--- config.mk ---
export PLATFORM = sky130hd
export DESIGN_NAME = axis_conv_input_packer
export DESIGN_NICKNAME = d
export VERILOG_FILES = /design/src/rtl/axis_conv_input_packer.sv
export SDC_FILE = /design/constraint.sdc
export NUM_CORES = 1
export LEC_CHECK = 0
export ABC_AREA = 1
export CORE_MARGIN = 4
export CORE_UTILIZATION = 48
export CTS_CLUSTER_SIZE = 28
export DETAILED_ROUTE_END_ITERATION = 7
export PLACE_DENSITY = 0.86
export SYNTH_ARGS = -nofsm -noshare
export SYNTH_HDL_FRONTEND = slang
export SYNTH_SLANG_ARGS = --single-unit
--- constraint.sdc ---
create_clock -name aclk -period 1.5 [get_ports aclk]
set_clock_uncertainty 0.05 [all_clocks]
set_input_delay 0.15 -clock aclk [delete_from_list [all_inputs] [get_ports aclk]]
set_output_delay 0.15 -clock aclk [all_outputs]
set_load 0.01 [all_outputs]
--- src/rtl/axis_conv_input_packer.sv ---
// axis_conv_input_packer
// Serial-to-parallel AXI-Stream packer. Collects ROWS consecutive pixel words
// (one per S beat) into a single wide M beat, framing a block of cols x cin wide
// beats and flagging the final one with tlast.
//
// Ports
//   aclk, areset              clock, synchronous active-high reset
//   start, cols_1, cin_1      block launch pulse and block geometry (sampled on start)
//   S_AXIS_tdata/tvalid/tready  narrow pixel stream in
//   M_AXIS_tdata[ROWS-1:0]      wide beat out, lane r = row r
//   M_AXIS_tvalid/tready/tlast  wide stream handshake and end-of-block flag
//   busy                      high from start accept until the final beat is taken
module axis_conv_input_packer #(
  parameter int unsigned DATA_WIDTH         = 16,
  parameter int unsigned CONV_UNITS         = 8,
  parameter int unsigned KERNEL_H_MAX       = 3,
  parameter int unsigned CIN_COUNTER_WIDTH  = 5,
  parameter int unsigned COLS_COUNTER_WIDTH = 10,
  localparam int unsigned ROWS              = CONV_UNITS + KERNEL_H_MAX - 1
) (
  input  logic                          aclk,
  input  logic                          areset,
  input  logic                          start,
  input  logic [COLS_COUNTER_WIDTH-1:0] cols_1,
  input  logic [CIN_COUNTER_WIDTH-1:0]  cin_1,
  input  logic [DATA_WIDTH-1:0]         S_AXIS_tdata,
  input  logic                          S_AXIS_tvalid,
  output logic                          S_AXIS_tready,
  output logic [DATA_WIDTH-1:0]         M_AXIS_tdata [ROWS-1:0],
  output logic                          M_AXIS_tvalid,
  input  logic                          M_AXIS_tready,
  output logic                          M_AXIS_tlast,
  output logic                          busy
);

  localparam int unsigned ROW_W = (ROWS > 1) ? $clog2(ROWS) : 1;

  typedef enum logic [1:0] {
    ST_IDLE  = 2'd0,
    ST_RUN   = 2'd1,
    ST_DRAIN = 2'd2
  } state_e;

  state_e                        state_q, state_d;
  logic [COLS_COUNTER_WIDTH-1:0] cols_1_q, cols_1_d;
  logic [CIN_COUNTER_WIDTH-1:0]  cin_1_q, cin_1_d;
  logic [ROW_W-1:0]              row_cnt_q, row_cnt_d;
  logic [CIN_COUNTER_WIDTH-1:0]  cin_cnt_q, cin_cnt_d;
  logic [COLS_COUNTER_WIDTH-1:0] col_cnt_q, col_cnt_d;
  logic [DATA_WIDTH-1:0]         pack_q [ROWS-2:0];
  logic [DATA_WIDTH-1:0]         pack_d [ROWS-2:0];
  logic [DATA_WIDTH-1:0]         out_q  [ROWS-1:0];
  logic [DATA_WIDTH-1:0]         out_d  [ROWS-1:0];
  logic                          tvalid_q, tvalid_d;
  logic                          tlast_q, tlast_d;
  logic                          busy_q, busy_d;

  logic row_last_c;
  logic cin_last_c;
  logic col_last_c;
  logic s_ready_c;
  logic s_hs_c;
  logic m_hs_c;

  // Final row of a wide beat may only be taken once the output register has room.
  assign row_last_c = (row_cnt_q == ROW_W'(ROWS - 1));
  assign cin_last_c = (cin_cnt_q == cin_1_q);
  assign col_last_c = (col_cnt_q == cols_1_q);
  assign s_ready_c  = (state_q == ST_RUN) && !(row_last_c && tvalid_q && !M_AXIS_tready);
  assign s_hs_c     = S_AXIS_tvalid && s_ready_c;
  assign m_hs_c     = tvalid_q && M_AXIS_tready;

  assign S_AXIS_tready = s_ready_c;
  assign M_AXIS_tdata  = out_q;
  assign M_AXIS_tvalid = tvalid_q;
  assign M_AXIS_tlast  = tlast_q;
  assign busy          = busy_q;

  // State and datapath registers.
  always_ff @(posedge aclk) begin
    if (areset) begin
      state_q   <= ST_IDLE;
      cols_1_q  <= '0;
      cin_1_q   <= '0;
      row_cnt_q <= '0;
      cin_cnt_q <= '0;
      col_cnt_q <= '0;
      pack_q    <= '{default: '0};
      out_q     <= '{default: '0};
      tvalid_q  <= 1'b0;
      tlast_q   <= 1'b0;
      busy_q    <= 1'b0;
    end else begin
      state_q   <= state_d;
      cols_1_q  <= cols_1_d;
      cin_1_q   <= cin_1_d;
      row_cnt_q <= row_cnt_d;
      cin_cnt_q <= cin_cnt_d;
      col_cnt_q <= col_cnt_d;
      pack_q    <= pack_d;
      out_q     <= out_d;
      tvalid_q  <= tvalid_d;
      tlast_q   <= tlast_d;
      busy_q    <= busy_d;
    end
  end

  // Next-state, counters, pack and output register loading.
  always_comb begin
    state_d   = state_q;
    cols_1_d  = cols_1_q;
    cin_1_d   = cin_1_q;
    row_cnt_d = row_cnt_q;
    cin_cnt_d = cin_cnt_q;
    col_cnt_d = col_cnt_q;
    pack_d    = pack_q;
    out_d     = out_q;
    tvalid_d  = tvalid_q;
    tlast_d   = tlast_q;

    // Beat consumed downstream; a same-edge reload below takes priority.
    if (m_hs_c) begin
      tvalid_d = 1'b0;
      tlast_d  = 1'b0;
    end

    unique case (state_q)
      ST_IDLE: begin
        if (start) begin
          state_d   = ST_RUN;
          cols_1_d  = cols_1;
          cin_1_d   = cin_1;
          row_cnt_d = '0;
          cin_cnt_d = '0;
          col_cnt_d = '0;
        end
      end

      ST_RUN: begin
        if (s_hs_c) begin
          if (row_last_c) begin
            for (int unsigned r = 0; r < ROWS - 1; r++) begin
              out_d[r] = pack_q[r];
            end
            out_d[ROWS-1] = S_AXIS_tdata;
            tvalid_d      = 1'b1;
            tlast_d       = cin_last_c && col_last_c;
            row_cnt_d     = '0;
            if (cin_last_c) begin
              cin_cnt_d = '0;
              if (col_last_c) begin
                col_cnt_d = '0;
                state_d   = ST_DRAIN;
              end else begin
                col_cnt_d = col_cnt_q + COLS_COUNTER_WIDTH'(1);
              end
            end else begin
              cin_cnt_d = cin_cnt_q + CIN_COUNTER_WIDTH'(1);
            end
          end else begin
            for (int unsigned r = 0; r < ROWS - 1; r++) begin
              if (row_cnt_q == ROW_W'(r)) begin
                pack_d[r] = S_AXIS_tdata;
              end
            end
            row_cnt_d = row_cnt_q + ROW_W'(1);
          end
        end
      end

      ST_DRAIN: begin
        if (m_hs_c && tlast_q) begin
          state_d = ST_IDLE;
        end
      end

      default: state_d = ST_IDLE;
    endcase

    busy_d = (state_d != ST_IDLE);
  end

endmodule
# Word level (Yosys, flattened, before mapping)
# Index checks and enable logic that the tools add are counted.
# op_classes
n_reduce_logical	27
bitwise_logic	1
n_addsub	3
n_eq_ne	17
muxes	30
# ops
cell	n
2-to-1 mux 10 bit	5
AND reduction 4 bit	10
2-to-1 mux 5 bit	4
case mux 10 bit (2 select lines)	1
== test 4 x 3 -> 1 bit, second input constant	4
2-to-1 mux 2 bit	6
2-to-1 mux 4 bit	3
adder 10 x 1 -> 10 bit, second input constant	1
== test 10 bit	1
case mux 5 bit (2 select lines)	1
== test 4 x 2 -> 1 bit, second input constant	2
== test 4 bit, second input constant	2
2-to-1 mux 1 bit	8
!= test 2 bit, second input constant	4
case mux 4 bit (2 select lines)	1
logical AND 1 bit	7
case mux 2 bit (3 select lines)	1
AND reduction 3 bit	2
adder 5 x 1 -> 5 bit, second input constant	1
== test 5 bit	1
AND reduction 5 bit	1
adder 4 x 1 -> 4 bit, second input constant	1
== test 4 x 1 -> 1 bit, second input constant	1
logical NOT 4 bit	1
other kinds (7)	9
# totals
ff_bits	343
elab_cells	106
in_bits	36

# Logic depth before layout (Yosys ltp)
# depth
word_depth	9
ltp_mapped	13

# Least setup slack after synthesis
# Ideal clock, no wire load.
# synth_path
path_type	register to register
from	reg row_cnt_q[1]
to	reg col_cnt_q[1]
period_less_slack_ps	1624
setup_ps	128
stages_incl_launch_ff	13
path_slack_ps	-124
arrival_time_ps	1446
path_buffers	1
path_cell_list	dfxtp_1 > nor2_1 > nand2_1 > nand2_4 > nand2_2 > nand2_1 > nand2_1 > nand2_2 > nor2_2 > buf_6 > nand2_1 > o21ai_1 > nor2_1
# synth_between
elab_chain_cells	8
word_cells_on_any_way	9
classes_between	3 x eq/ne; 6 x reduce/logical
# synth_lines
item	line_no	rtl
start, declared	47	logic [ROW_W-1:0] row_cnt_q, row_cnt_d;
start signal, assigned	97	row_cnt_q <= row_cnt_d;
== test 4 bit	66	assign row_last_c = (row_cnt_q == ROW_W'(ROWS - 1));
logical AND 1 bit (2 in a row)	69	assign s_ready_c = (state_q == ST_RUN) && !(row_last_c && tvalid_q && !M_AXIS_tready);
logical NOT 1 bit	69	
logical AND 1 bit	69	
named net S_AXIS_tready	28	output logic S_AXIS_tready,
logical AND 1 bit	70	assign s_hs_c = S_AXIS_tvalid && s_ready_c;
!= test 2 bit (no line)	--	
AND reduction 5 bit (no line)	--	
end signal, assigned	99	col_cnt_q <= col_cnt_d;
end, declared	49	logic [COLS_COUNTER_WIDTH-1:0] col_cnt_q, col_cnt_d;
# The timed path passes the listed nets, and every way through them passes these cells.
# A chain may end at the register's enable or synchronous reset.

# Worst setup path after layout
# layout_path
from	reg state_q[0]
to	reg pack_q[124] (netlist bit)
# layout_between
elab_chain_cells	4
# layout_lines
item	line_no	rtl
start, declared	44	state_e state_q, state_d;
start signal, assigned	94	state_q <= state_d;
== test 2 x 1 -> 1 bit *	69, 127	
logical AND 1 bit	69	
logical AND 1 bit	70	
AND reduction 4 bit (no line) *	--	
end signal, assigned	100	pack_q <= pack_d;
end, declared	50	logic [DATA_WIDTH-1:0] pack_q [ROWS-2:0];
# Mark *: on every way between the ends. The rest lies on a longest branch, timed or not.

==> flow_summary.yaml <==
status:
  status: "complete, but fails checks"
  violations: "setup timing"
layout:
  drive_gt1_share_pct: 22.6
  fin_area_sq_um: 18700
  syn2layout_area_growth_pct: 52.4
  nets: 1912
  multi_input_area_sq_um: 5460
  num_antenna_cells: 0
  regArea_sq_um: 6870
  fillers: 1580
placement:
  place_congestion: 0.911
  io_buffers: 199
  place_ws_ns: -0.407
  dpl.hpwl_mm: 23.1
  post_dp_cell_area_sq_um: 15400
yosys:
  avgSynthCellArea_sq_um: 7.86
  synth_cell_types: 28
  synth_area_leaders: "dfxtp_1 (56%), nor2_1 (13%), o21ai_0 (11%)"
  yosys_warnings: 0
  synth_cells: 1563
  synth_edf_count: 0
  async_reset_ff_share_pct: 0
  synth_top_area_cell: "dfxtp_1"
  syn-cell-area_sq_um: 12300
  synth_top_area_share_pct: 55.9
  synth_ff_type: "dfxtp_1"
  synth-seq-area-share_pct: 55.9
  synth_fp_nets: 1601
  ys_ff_latch: 343
timing:
  rsz0062_at_grt: "yes"
  fin_ws_ns: -0.481
  drv_slew: 0
  worstMarginPinSlew_ns: 0.687
  setup_viol: 490
  max_freq_ghz: 0.505
  hold_viol: 0
  setup_tns_ns: -121.55
  relSlewSlack_pct: 54.2
  timing.final.crit_share_pct: 132
  fin_crit_ns: 1.98
  holdWs_ns: 0.0369
clock_tree:
  htree_levels: 2
  insertion_delay_ns: 0.51
  cts_buffer_depth: 3
  hold_buffers: 0
  clkTransAtPathRegs_ns: 0.06
  tritoncts: "built"
  cts_sinks: 343
  cts_buffers: 36
  root_buffer: "clkbuf_16"
floorplan:
  dieArea_sq_um: 28200
  num_rows: 58
  die_w_um: 168
  core_region_area_sq_um: 25200
  io_pins: 200
  initial_utilization_pct: 48.8
  die_y_um: 168
global_route:
  overflow: 0
  antenna_found_initial: 0
  grt_usage_pct: 28.5
  grt_pass1_vias: 12400
  grt_pass1_wl_mm: 65.6
  grt_max_degree: 58
route:
  routed_wl_mm: 46.4
  wl_per_cell_um: 20.9
  vias: 12900
  dr.first_iter.drc_count: 1279
  drt_first_pass_iters: 6
  drtAntennaViolNets: 0
  drc: 0
  avgViaCountPerCell: 5.79
worst_setup_path:
  path_class: "register to register"
  critPathMaxFanout: 8
  arrival_ns: 2.29
  start_kind: "register"
  required_ns: 1.81
  endpoint_kind: "register"
pwr:
  ir_drop_v: 0.000814
  leakagePower_nw: 7.94
  power.density_nw_per_um2: 1040
worst_hold_path:
  min_path_type: "primary input to register"
run:
  maxCapViolations: 0
path summary, 6_finish.rpt:
path / start / end / slack (ns) / cells after the start
max: state_q[0] / pack_q[124] / -0.48 / 12
min: areset / pack_q[20] / 0.04 / 4
max reg2reg: state_q[0] / pack_q[124] / -0.48 / 12
min reg2reg: cin_1_q[2] / cin_1_q[2] / 0.42 / 2
critical path, stage by stage (launching register included):
cell     delay [ns]
dfxtp_2        0.34
inv_2          0.05
nor2_4         0.12
buf_12         0.13
nand2_8        0.05
buf_6          0.12
nor2_4         0.13
buf_6          0.13
nand4_1        0.09
buf_6          0.16
buf_12         0.15
a21oi_2        0.19
nor2_1         0.09
power by group:
group / switching (W) / total [W] / internal [W]
registers: 0.0000688 / 0.00927 / 0.00920
logic: 0.000767 / 0.00131 / 0.000539
clock network: 0.00366 / 0.00887 / 0.00520
cell type report:
class | instances | area share [%]
clock buffer | 51 | 5.59
multi-input combinational | 1041 | 29.1
timing repair buffer | 378 | 24.2
clock inverter | 8 | 0.581
inverter | 74 | 1.59
sequential | 343 | 36.7
tap | 330 | 2.20
flip-flops by register name (all words and copies together) (netlist names):
register	count
M_AXIS_tdata	160
M_AXIS_tlast	1
M_AXIS_tvalid	1
busy	1
cin_1_q	5
cin_cnt_q	5
col_cnt_q	10
cols_1_q	10
pack_q	144
row_cnt_q	4
state_q	2
metrics by stage:
step / utilization, % / power, W / cells
global route: 74.4 / 0.0199 / 2225
CTS: 70.3 / 0.0193 / 2200
detailed placement: 61.0 / 0.0105 / 2088
floorplan: - / 0.0100 / 1563
finish: 74.4 / 0.0194 / 2225
global placement: 61.0 / 0.0105 / 2088
metal layers:
metal | routed length [um] | part of all wire (%) | GRT usage [%]
met2 | 21700 | 47 | 46.9
met3 | 4290 | 9.2 | 6.46
met4 | 2810 | 6.1 | 13.4
met1 | 17700 | 38 | 35.6
met5 | 0 | 0 | 0
Yosys cell counts, types with 3 or more instances:
master / count
dfxtp_1: 343
nand2_2: 3
buf_2: 29
nor2_2: 5
nand4_1: 8
o21ai_0: 282
clkbuf_1: 73
xnor2_1: 3
nand2_1: 102
nand3_1: 14
a21oi_1: 173
nor2_1: 417
inv_1: 57
o21ai_1: 3
a211oi_1: 16
clkinv_1: 17
placed cells by master, fill, tap and decap left out, drive strengths merged:
cell	instances
a211oi	16
a21boi	1
a21oi	173
buf	161
bufbuf	3
bufinv	2
clkbuf	68
clkdlybuf4s50	197
clkinv	21
dfxtp	343
ha	2
inv	59
nand2	106
nand3	14
nand4	8
nor2	424
nor3	4
o211ai	2
o21ai	285
o21bai	1
xnor2	3
xor2	2
cells by family (layout without fill, tap and decap cells):
| family | count (synthesis) | after routing | synth area share, % |
|---|---|---|---|
| fa+ha+maj | 2 | 2 | 0.204 |
| compound gates | 478 | 478 | 19.9 |
| buf+inv | 179 | 511 | 5.88 |
| flops | 343 | 343 | 55.9 |
| simple gates | 556 | 556 | 17.8 |
| xor+xnor | 5 | 5 | 0.356 |
timing repair:
item / CTS / global route
endpoints found under the setup margin: 490 / 491
cloned: 18 / 19
setup buffers: 36 / 10
pin swaps: 13 / 33
resized for setup: 134 / 215
Power figures use the tool's default switching activity.
==> edit (same settings) <==
Make the reset (`areset`) asynchronous in one clocked block. Comments in the files are not updated.
--- a/src/rtl/axis_conv_input_packer.sv
+++ b/src/rtl/axis_conv_input_packer.sv
@@ -78,5 +78,5 @@
 
   // State and datapath registers.
-  always_ff @(posedge aclk) begin
+  always_ff @(posedge aclk or posedge areset) begin
     if (areset) begin
       state_q   <= ST_IDLE;
Check against the original RTL: not equivalent (a bounded check fails within 4 cycles, from zero or initial values and one cycle with areset high; the reset may be asserted at any time).
==> edit against the unedited design <==
The flow still finishes with violations (setup timing). Wire length fell by 12%. First-iteration DRC count down 17%. Final area barely moved. Via count fell by 12%. Sequential cell count unchanged. Non-clock buffer count down 73. Count of clock-buffer cells in the layout grew 4. Synthesized area is 7.9% higher. Critical path depth shrank 3. Worst setup slack better by 210 ps. Largest cell class unchanged.
Power is not compared: it rests on default switching activity, and its combinational part moved more than twofold at a synthesized area within 25%.
==> edit: results (changes against the unedited design) <==
* Run status: complete, but fails checks
* Violated checks: setup timing
- Nets in the synthesized netlist: 1476 (-7.8%)
- The number of cells on the worst reg-to-reg path was 9 (-3).
- Ratio of cells with drive above 1 in the final layout: 0.183 (-0.0427)
- Number of cells traversed by the worst hold path: 3 (-1)
* Final std cells w/o fill: 2114 (-5.0%)
* Max stage delay cell, worst path: sky130_fd_sc_hd__dfrtp_1
* Drt via density: 5.36 (-7.5%)
* Fraction of cell area in non-clock buffers: 0.182 (-0.0600)
- # hold bufs at CTS: 1 (+1)
- Start of the worst register-to-register path: state_q[1]$_DFF_PP0_
- The path with the worst hold slack has its endpoint at cols_1_q[1]$_DFFE_PP0P_.
- The final core area utilization is 0.691 (-0.0528).
- Largest stage delay on the critical path: 420 ps (+80 ps)
- Multi-input gate count: 976 (-6.2%)
* Final number of setup-violating endpoints: 410 (-16%)
- After synthesis, the most frequently instantiated cells are sky130_fd_sc_hd__nand2_1 (696), sky130_fd_sc_hd__dfrtp_1 (343), sky130_fd_sc_hd__o21ai_0 (165).
- The number of logic inverters in the finished layout was 55 (-26%).
- The multi-input logic portion of the cell area was 0.258 (-0.0337).
- The total global-route track usage is 0.246 (-0.0392).
* Number of antenna violations at the first check in global routing: 1 (+1)
* Wire length of the first global-routing pass: 59900 um (-8.7%)
- The post-cts repair resize count came to 206 (+54%).
* Final-layout worst hold slack: 170 ps (+133 ps)
- Most used DFF post-synth: sky130_fd_sc_hd__dfrtp_1
- Final GP Congestion: 0.836 (-8.2%)
* Largest fanout of any net on the critical path: 32 (+24)
- Area enclosed by the die boundary: 30400 sq um (+7.5%)
* Post-DP HPWL: 23300 um (+0.70%)
* Share of synthesized flip-flops with an asynchronous set or reset: 1.00 (+1.00)
- The largest net degree at the start of global routing is 66 (+14%).
- The count of clock buffers in the final design came to 55 (+7.8%).
- Setup repair bufs after CTS: 10 (-72%)
- The worst path setup slack after routing was -276 ps (+206 ps).
- Endpoint arrival time on the critical path: 2160 ps (-130 ps)
- By area the synthesized netlist is led by sky130_fd_sc_hd__dfrtp_1 (65%), sky130_fd_sc_hd__nand2_1 (20%), sky130_fd_sc_hd__o21ai_0 (6.2%).
- The post-route setup TNS was -73650 ps (+47910 ps).
- The post-detailed-placement cell area was 16200 sq um (+5.7%).
- The count of filler cells inserted in the layout came to 1899 (+20%).
* Synthesized area per cell: 9.22 sq um (+17%)
- The worst register-to-register path ends at M_AXIS_tdata[6]$_DFFE_PP0P_.
- The number of flip-flops and latches was 343 (unchanged).
- The area of all sequential standard cells came to 8580 sq um (+25%).
* Dpl ws: -307 ps (+101 ps)
- Number of nets in the final layout: 1755 (-8.2%)
==> edit: power by group <==
part           switching (mW)  total, mW  leakage [nW]  internal (mW)
sequential               2.29       14.5          4.54           12.2
clock                    3.63       9.21         0.606           5.58
combinational            4.85       9.47          4.60           4.62
total                    10.8       33.2          9.74           22.5
==> edit: logic make-up (layout without fill, tap and decap cells) <==
family | Yosys count | count (layout) | share of synthesized area
adders and majority gates | 2 | 2 | 0.00189
DFF | 343 | 343 | 0.647
AOI/OAI and AO/OA | 188 | 188 | 0.0716
buffers and inverters | 120 | 423 | 0.0431
and+or+nand+nor | 769 | 770 | 0.225
xor gates and xnor gates | 11 | 11 | 0.00726
muxes | 5 | 5 | 0.00424
==> edit: metal layers <==
metal	up-vias	track usage	share of wire
met5	-	0	0
met4	0	0.0878	0.031
met3	90	0.0468	0.072
met2	485	0.414	0.51
met1	5664	0.321	0.39
li1	5085	-	-
==> edit: worst max path at each step <==
stage                                        start                           to  slack [ps]  depth (start not counted)
after floorplan                             areset  M_AXIS_tdata[0]$_DFFE_PP0P_       -3290                          1
after global routing          state_q[1]$_DFF_PP0_      pack_q[130]$_DFFE_PP0P_        -380                          9
after detailed placement  row_cnt_q[3]$_DFFE_PP0P_     col_cnt_q[2]$_DFFE_PP0P_        -310                          8
after CTS                 row_cnt_q[3]$_DFFE_PP0P_                S_AXIS_tready        -200                          6
final                         state_q[1]$_DFF_PP0_  M_AXIS_tdata[6]$_DFFE_PP0P_        -280                          9
after global placement               S_AXIS_tvalid      pack_q[103]$_DFFE_PP0P_        -250                          7
==> edit: worst min-delay path, delay by kind of cell <==
kind / cells / cell delay, ps
buf+inv: 1 / 400
simple gates: 1 / 100
compound gates: 1 / 40
